## src/rtl/stream_gen_pkg.sv

```systemverilog
// rtl/stream_gen_pkg.sv - shared encodings for the valid/ready stream generator
package stream_gen_pkg;

   localparam int PKT_CNT_W = 16;

   localparam logic [1:0] MODE_CONT = 2'd0;
   localparam logic [1:0] MODE_GAP  = 2'd1;
   localparam logic [1:0] MODE_PKT  = 2'd2;

   typedef enum logic [1:0] {
      ST_IDLE,
      ST_SEND,
      ST_GAP
   } state_t;

   // The reserved encoding behaves as continuous mode.
   function automatic logic [1:0] norm_mode(input logic [1:0] m);
      return (m == 2'd3) ? MODE_CONT : m;
   endfunction

endpackage

```

## src/rtl/stream_master_gen.sv

```systemverilog
// rtl/stream_master_gen.sv - incrementing valid/ready stream source with
// continuous, gapped and packet modes
module stream_master_gen
   import stream_gen_pkg::*;
#(
   parameter int DATA_W    = 32,
   parameter int PKT_LEN   = 16,
   parameter int GAP_CYC   = 0,
   parameter int START_VAL = 0
) (
   input  logic                 clk,
   input  logic                 rst,
   input  logic                 en,
   input  logic [1:0]           mode,
   input  logic                 ready,
   output logic [DATA_W-1:0]    data,
   output logic                 valid,
   output logic                 last,
   output logic [PKT_CNT_W-1:0] pkt_cnt
);

   localparam int BW = $clog2(PKT_LEN + 1);
   localparam int GW = (GAP_CYC > 0) ? $clog2(GAP_CYC + 1) : 1;
   localparam logic [BW-1:0] LAST_IDX = BW'(PKT_LEN - 1);
   localparam logic [GW-1:0] GAP_LAST = GW'((GAP_CYC > 0) ? GAP_CYC - 1 : 0);

   state_t                 state, state_nxt;
   logic [1:0]             mode_q, mode_nxt;
   logic [BW-1:0]          beat_q, beat_nxt;
   logic [GW-1:0]          gap_q, gap_nxt;
   logic [DATA_W-1:0]      data_nxt;
   logic                   valid_nxt, last_nxt;
   logic [PKT_CNT_W-1:0]   pkt_nxt;
   logic                   hs;

   assign hs = valid && ready;

   always_ff @(posedge clk or posedge rst) begin
      if (rst) begin
         state   <= ST_IDLE;
         mode_q  <= MODE_CONT;
         beat_q  <= '0;
         gap_q   <= '0;
         data    <= DATA_W'(START_VAL);
         valid   <= 1'b0;
         last    <= 1'b0;
         pkt_cnt <= '0;
      end else begin
         state   <= state_nxt;
         mode_q  <= mode_nxt;
         beat_q  <= beat_nxt;
         gap_q   <= gap_nxt;
         data    <= data_nxt;
         valid   <= valid_nxt;
         last    <= last_nxt;
         pkt_cnt <= pkt_nxt;
      end
   end

   always_comb begin
      state_nxt = state;
      mode_nxt  = mode_q;
      gap_nxt   = gap_q;
      case (state)
         ST_IDLE: begin
            if (en) begin
               state_nxt = ST_SEND;
               mode_nxt  = norm_mode(mode);
            end
         end
         ST_SEND: begin
            // Dropping en wins over a pending gap.
            if (hs) begin
               if (!en) begin
                  state_nxt = ST_IDLE;
               end else if (GAP_CYC > 0 &&
                            (mode_q == MODE_GAP || (mode_q == MODE_PKT && last))) begin
                  state_nxt = ST_GAP;
                  gap_nxt   = '0;
               end
            end
         end
         ST_GAP: begin
            if (gap_q == GAP_LAST) begin
               if (en) begin
                  state_nxt = ST_SEND;
                  mode_nxt  = norm_mode(mode);
               end else begin
                  state_nxt = ST_IDLE;
               end
            end else begin
               gap_nxt = gap_q + 1'b1;
            end
         end
         default: state_nxt = ST_IDLE;
      endcase
   end

   // Registered outputs are precomputed from the next state, so ready never
   // reaches an output combinationally.
   always_comb begin
      data_nxt  = hs ? data + 1'b1 : data;
      beat_nxt  = beat_q;
      pkt_nxt   = pkt_cnt;
      if (hs) begin
         beat_nxt = (beat_q == LAST_IDX) ? '0 : beat_q + 1'b1;
         if (last) begin
            pkt_nxt = pkt_cnt + 1'b1;
         end
      end
      valid_nxt = (state_nxt == ST_SEND);
      last_nxt  = (state_nxt == ST_SEND) && (mode_nxt == MODE_PKT) && (beat_nxt == LAST_IDX);
   end

endmodule

```

## config.mk

```make
export PLATFORM = sky130hd
export DESIGN_NAME = stream_master_gen
export DESIGN_NICKNAME = d
export VERILOG_FILES = /design/src/rtl/stream_gen_pkg.sv /design/src/rtl/stream_master_gen.sv
export SDC_FILE = /design/constraint.sdc
export NUM_CORES = 1
export LEC_CHECK = 0
export CAP_MARGIN = 20
export CORE_AREA = 2 2 73 75
export DETAILED_ROUTE_END_ITERATION = 8
export DIE_AREA = 0 0 75 77
export PLACE_DENSITY = 0.84
export RECOVER_POWER = 100
export SETUP_SLACK_MARGIN = 0.1
export SLEW_MARGIN = 10
export SYNTH_ARGS = -nofsm -noshare
export SYNTH_HDL_FRONTEND = slang
export SYNTH_SLANG_ARGS = --single-unit
```

## constraint.sdc

```tcl
create_clock -name clk -period 3 [get_ports clk]
set_input_delay 0.6 -clock clk [delete_from_list [all_inputs] [get_ports clk]]
set_output_delay 0.6 -clock clk [all_outputs]
set_load 0.005 [all_outputs]
```

======== Word-level counts from Yosys, hierarchy flattened ========
Index checks and enable logic that the tools add are counted.
word-level totals
  flip-flop bits (word level) ............. 60
  output and inout port bits .............. 50
  word-level logic and storage cells ...... 37
  input port bits ......................... 6
cells by class
  muxes and demuxes ....................... 13
  reduce and logical (&&, ||, !) cells .... 5
  equal/unequal tests ..................... 7
  $add $sub $neg .......................... 4
operators by type and width
  operator               count
  $add 32x1->32 const B  1
  $add 16x1->16 const B  1
  $mux 2                 7
  $eq 5x4->1 const B     2
  $mux 5                 2
  $eq 2x2->1 const B     3
  $pmux 2 s3             1
  $add 5x1->5 const B    1
  $eq 2x1->1 const B     2
  $pmux 2 s2             1
  $logic_and 1x1->1      3
  $logic_not 2->1        1
  $mux 1                 2
  $reduce_and 2->1       1
  $add 1x1->1 const B    1

======== Longest topological paths before layout ========
Gate-level depths: netlist of run 1.
  word-level depth ........................ 8
  gate-level depth with buffers ........... 6
  depth with buffers taken out ............ 5

======== Worst setup path after synthesis of run 1 ========
Ideal clock, no wire load.
  kind .................................... input port to flip-flop
  start ................................... input ready
  end ..................................... register data[26]
  library setup time ...................... 0.079 ns
  arrival ................................. 1.715 ns
  data required time ...................... 2.921 ns
  slack ................................... 1.206 ns
  path buffers ............................ 2
  cell stages on the path ................. 6
  cells stage by stage .................... and2_1 > buf_2 > nand3_1 > buf_1 > nor4_2 > xor2_1
between the ends
  longest elaborated chain between the ends .. 1
ends and longest elaborated chain
  element               RTL line                 text
  start, declared       stream_master_gen.sv:15  input logic ready,
  $logic_and 1x1->1     stream_master_gen.sv:36  assign hs = valid && ready;
  end signal, assigned  stream_master_gen.sv:44  data <= DATA_W'(START_VAL);
  end signal, assigned  stream_master_gen.sv:53  data <= data_nxt;
  end, declared         stream_master_gen.sv:16  output logic [DATA_W-1:0] data,
Every way passes these cells.
A chain may end at the register's enable or synchronous reset.

======== Final worst setup path of run 1 ========
  start ................................... input ready
  end ..................................... register data[23]
The elaborated chain is that of the path after synthesis.

==> reports/metrics.cfg, run 1 <==
[cells_and_area]
final_layout_size_suffix_gt1_share_pct = 6.19
area_growth_pct = 28.5
diodes = 0
nets = 311
postLayoutCellArea_um2 = 3450

[worst_setup_path]
critPathLaunchType = primary input
arrival_ns = 2.66
crit_path_end_kind = flop
cp_max_fo = 14
path_class = primary input to flop
cp_data_required_time_ns = 3.25

[sta]
final_max_slew_viol_count = 0
worst_slew_pin_slew_ns = 1.09
fin_worst_skew_ns = 0.00587
rsz0062_at_grt = false
fin_crit_ns = 2.41
finalSetupTns_ns = 0
slew_headroom_pct = 27.3
hold_viol_final = 0
post-route-period-util_pct = 80.4
finalSetupViolations = 0
max_freq_mhz = 415

[clock_tree]
cts_root_buf = clkbuf_8
cts-resized-gates = 0
postCtsSetupBuffers = 0
clock-sinks = 59
cts_buffers = 9
insertion_delay_ns = 0.33
htree_levels = 3
cts_tree = done
cts_buffer_depth = 2
ctsHoldBuffers = 0
clk_pin_slew_ns = 0.06

[floorplan]
ios = 56
die_height_um = 77
num_rows = 26
start_util_pct = 53.9
coreArea_um2 = 4980
die_w_um = 75
dieArea_um2 = 5780

[global_routing]
antenna_found_initial = 0
globalRouteTotalUtil_pct = 20.1
grt_pass1_wl_mm = 8.91
grt_pass1_vias = 1911
gr-total-overflow = 0
grt_max_degree = 31

[power]
cellLeakagePower_nw = 1.71
power.density_nw_per_um2 = 545
ir_drop_mv = 0.430

[routing]
drc = 0
routed_wl_mm = 5.21
drtPass1Iterations = 4
vias = 1944
drt_iter0_markers = 113
vias_per_cell = 5.16
routedWlPerCell_um = 13.8
postRouteAntennaNets = 0

[logic_synthesis]
yosys.area.top_type = dfrtp_1
synth_cell_types = 35
syn_area_per_cell_um2 = 11.3
yosysWarnings = 0
synthTopCellsByArea = dfrtp_1, xnor2_1, xor2_1
synth_top_family_by_area = simple AND/OR/NAND/NOR gates
synth_fp_nets = 247
synth-xor-area-share_pct = 15.3
ys_seq_area_share_pct = 55.0
ys_seq_elements = 59
syn_area_um2 = 2680
synthMuxAreaShare_pct = 0.420
synth-simple-area-share_pct = 22.4
yosysTopAreaCellShare_pct = 55.0
netlist_instances = 238
synth_compound_area_share_pct = 2.75
synth_fa_ha_area_share_pct = 1.40

[status]
outcome = complete, no violations

[place]
io_buffers = 55
dp_hpwl_mm = 3.60
place_congestion = 0.805
placed_cell_area_um2 = 3330

[job]
maxCapViolCount = 0

[worst_hold_path]
hold_class = flop to flop

-- critical path, stage by stage --
cell	delay [ns]
dlygate4sd3_1	0.62
and2_0	0.17
clkbuf_1	0.35
nand4_1	0.14
buf_4	0.22
nor4_1	0.38
xor2_1	0.17
-- cell usage after synthesis --
cell,number
buf_1,1
xnor2_1,25
nor4b_2,1
nor4_2,8
nand3_1,17
dfrtp_1,59
mux2_2,1
inv_1,11
xor2_1,22
a21o_1,1
ha_1,3
nand2b_1,2
nor3_1,13
or4_1,2
and2_1,1
a2bb2oi_1,2
o21a_1,1
nand4_1,13
or3_1,1
nand2_1,24
nor2_1,7
nand4_4,1
nor4bb_1,2
conb_1,1
and3_1,3
o21ai_0,4
and4_1,2
nor4_1,2
clkbuf_1,1
a21boi_0,1
a31o_2,1
buf_2,2
a21oi_1,1
buf_4,1
nand4b_1,1
-- power breakdown --
group	total (W)	internal, W	switching (W)	leakage, nW
combinational	0.000240	0.000131	0.000109	0.842
clock	0.000678	0.000390	0.000289	0.0997
sequential	0.000958	0.000869	0.0000889	0.763
total	0.00188	0.00139	0.000487	1.71
-- area by class of cell --
type,count,area [um^2]
clock buffers,15,186
clock inverters,1,5.00
fillers,369,1530
inverters,11,41.3
multi-input cells,163,1080
flip-flops and latches,59,1480
well taps,70,87.6
repair buffers,58,567
-- sequential cells by signal, summed over array words and instances, names as in the netlist --
| register | cells |
|---|---|
| beat_q | 5 |
| data | 32 |
| last | 1 |
| mode_q | 2 |
| pkt_cnt | 16 |
| state | 2 |
| valid | 1 |
-- layout by cell type, fill, tap and decap left out, types with 2 or more instances in the layout --
cell             instances
xor2_1                  22
nand4_1                 13
o21ai_0                  4
nor4bb_1                 2
dfrtp_1                 59
nor2_1                   7
a2bb2oi_1                2
xnor2_1                 25
clkbuf_1                 3
nor3_1                  13
nand2b_1                 2
nand2_1                 24
clkdlybuf4s50_1          2
nand3_1                 17
clkbuf_8                13
or4_1                    2
dlygate4sd3_1           53
inv_1                   11
nor4_1                  10
ha_1                     3
and4_1                   2
and3_1                   3
-- cells by family (layout without fill, tap and decap cells) --
family | count (synthesis) | count (layout)
DFF | 59 | 59
xor gates and xnor gates | 47 | 47
AOI/OAI and AO/OA | 11 | 11
other | 1 | 1
buffers and inverters | 16 | 85
and+or+nand+nor | 100 | 100
adders and majority gates | 3 | 3
muxes | 1 | 1
-- per-layer routing --
metal	share of wire, %	global-route usage, %	vias to the layer above
met3	4.7	5.65	10
li1	-	-	957
met1	47	28.3	921
met5	0	0	-
met4	1.6	7.68	0
met2	47	29.4	56
-- path summary, 6_finish.rpt --
kind                       slack (ns)           to  cells past startpoint     start
min reg2reg                      0.45        valid                      1  state[1]
min in group asynchronous        0.98  pkt_cnt[15]                      2       rst
min                              0.45        valid                      1  state[1]
max in group asynchronous        0.70      data[8]                      3       rst
max reg2reg                      1.00     data[26]                      4   data[5]
max                              0.59     data[23]                      7     ready
-- metrics by stage --
stage                     setup slack [ns]  power [W]  instances  hold WS (ns)  utilization (%)
after floorplan                      0.944    0.00109        238         0.420                -
after global placement               0.528    0.00121        361         0.438             66.9
after detailed placement             0.474    0.00123        361         0.451             66.9
after CTS                            0.808    0.00192        377         0.460             70.8
after global routing                 0.353    0.00198        377         0.485             69.3
final                                0.588    0.00188        377         0.455             69.3
Note: power is estimated with default switching activity, not from simulation.
==> run 2: changes to the inputs <==
Settings changed: CORE_AREA 2 2 73 75 to 2 2 76 78, DIE_AREA 0 0 75 77 to 0 0 78 80, PLACE_DENSITY 0.84 to 0.78.
Clock period 3 ns to 2.5 ns, I/O delays scaled along.
==> reports/metrics.cfg, run 2 (synthesized netlist as in run 1, its figures left out) <==
[sta]
finalSetupTns_ns = 0
whs_ns = 0.447
hold_viol_final = 0
fin_worst_skew_ns = 0.00457
rsz0062_at_grt = false
final_max_slew_viol_count = 0
worst_slew_pin_slew_ns = 1.40
finalSetupViolations = 0
slew_headroom_pct = 6.38
fin_crit_ns = 2.18
post-route-period-util_pct = 87.4
layout_setup_ws_ns = 0.316
max_freq_mhz = 458

[clock_tree]
clock-sinks = 59
htree_levels = 3
cts_buffer_depth = 2
cts_root_buf = clkbuf_8
insertion_delay_ns = 0.34
cts_tree = done
ctsHoldBuffers = 0
clk_pin_slew_ns = 0.06
cts-resized-gates = 0
cts_buffers = 9
postCtsSetupBuffers = 0

[routing]
drt_iter0_markers = 79
vias_per_cell = 5.28
drc = 0
postRouteAntennaNets = 0
drtPass1Iterations = 4
vias = 2013
routedWlPerCell_um = 14.0
routed_wl_mm = 5.34

[power]
power.density_nw_per_um2 = 649
ir_drop_mv = 0.512
fin_total_pwr_w = 0.00226
cellLeakagePower_nw = 1.70

[floorplan]
start_util_pct = 49.6
ios = 56
die_w_um = 78
die_height_um = 80
coreArea_um2 = 5410
dieArea_um2 = 6240
num_rows = 27

[worst_setup_path]
arrival_ns = 2.45
critPathBufInv = 2
cp_data_required_time_ns = 2.77
crit_path_end_kind = flop
path_class = primary input to flop
cp_max_fo = 12
crit_path_top_delay_cell = dlygate4sd3_1
path_cells = dlygate4sd3_1 -> and2_0 -> nand3_1 -> clkbuf_1 -> nor4_1 -> xor2_1
critical-path-top-delay-family = buffers and inverters
max_stage_delay_ns = 0.61
critPathLaunchType = primary input

[cells_and_area]
final_layout_size_suffix_gt1_share_pct = 7.12
largestRegisters = data (32), pkt_cnt (16), beat_q (5)
area_growth_pct = 29.6
final_common_cell = dfrtp_1
final_cell_mix = dfrtp_1, dlygate4sd3_1, xnor2_1, nand2_1, xor2_1
nets = 313
final_core_util_pct = 64.3
largest_reg_flops = 32
top_register = data
diodes = 0

[place]
dp_slack_ns = 0.279
dp_hpwl_mm = 3.61
place_congestion = 0.784
io_buffers = 55

[global_routing]
grt_max_degree = 60
gr-total-overflow = 0
antenna_found_initial = 0
globalRouteTotalUtil_pct = 18.5
grt_pass1_wl_mm = 8.89
grt_pass1_vias = 1953

[worst_hold_path]
hold_class = flop to flop

[status]
outcome = complete, no violations

[job]
maxCapViolCount = 0

==> run 2: cell type report <==
type,instances,area [um^2]
clock buffer,15,186
clock inverter,1,5.00
fill,439,1930
inverter,11,41.3
multi-input combinational,163,1100
sequential,59,1480
tap,72,90.1
timing repair buffer,60,574
==> run 2: worst paths after layout <==
| check | slack (ns) | startpoint | end | depth (start not counted) |
|---|---|---|---|---|
| hold / removal | 0.45 | state[1] | valid | 1 |
| max in group asynchronous | 0.59 | rst | data[16] | 3 |
| min in group asynchronous | 1.08 | rst | pkt_cnt[1] | 3 |
| setup reg to reg | 0.44 | data[5] | data[27] | 4 |
| setup / recovery | 0.32 | ready | data[26] | 6 |
| hold reg to reg | 0.45 | state[1] | valid | 1 |
==> run 2: where the power goes <==
part           internal (W)  switching (W)
combinational      0.000155       0.000126
clock              0.000467       0.000357
sequential          0.00104       0.000108
==> run 2: metal layers <==
layer | GRT usage, % | wire length (um)
met5 | 0 | 0
met4 | 9.30 | 129
met3 | 6.45 | 333
met2 | 28.4 | 2470
met1 | 23.3 | 2400
==> run 2: stage by stage <==
step,std cells,cell area [um^2]
2_1_floorplan,238,2680
3_5_place_dp,365,3350
4_1_cts,381,3540
3_3_place_gp,365,3350
6_report,381,3480
5_1_grt,381,3480
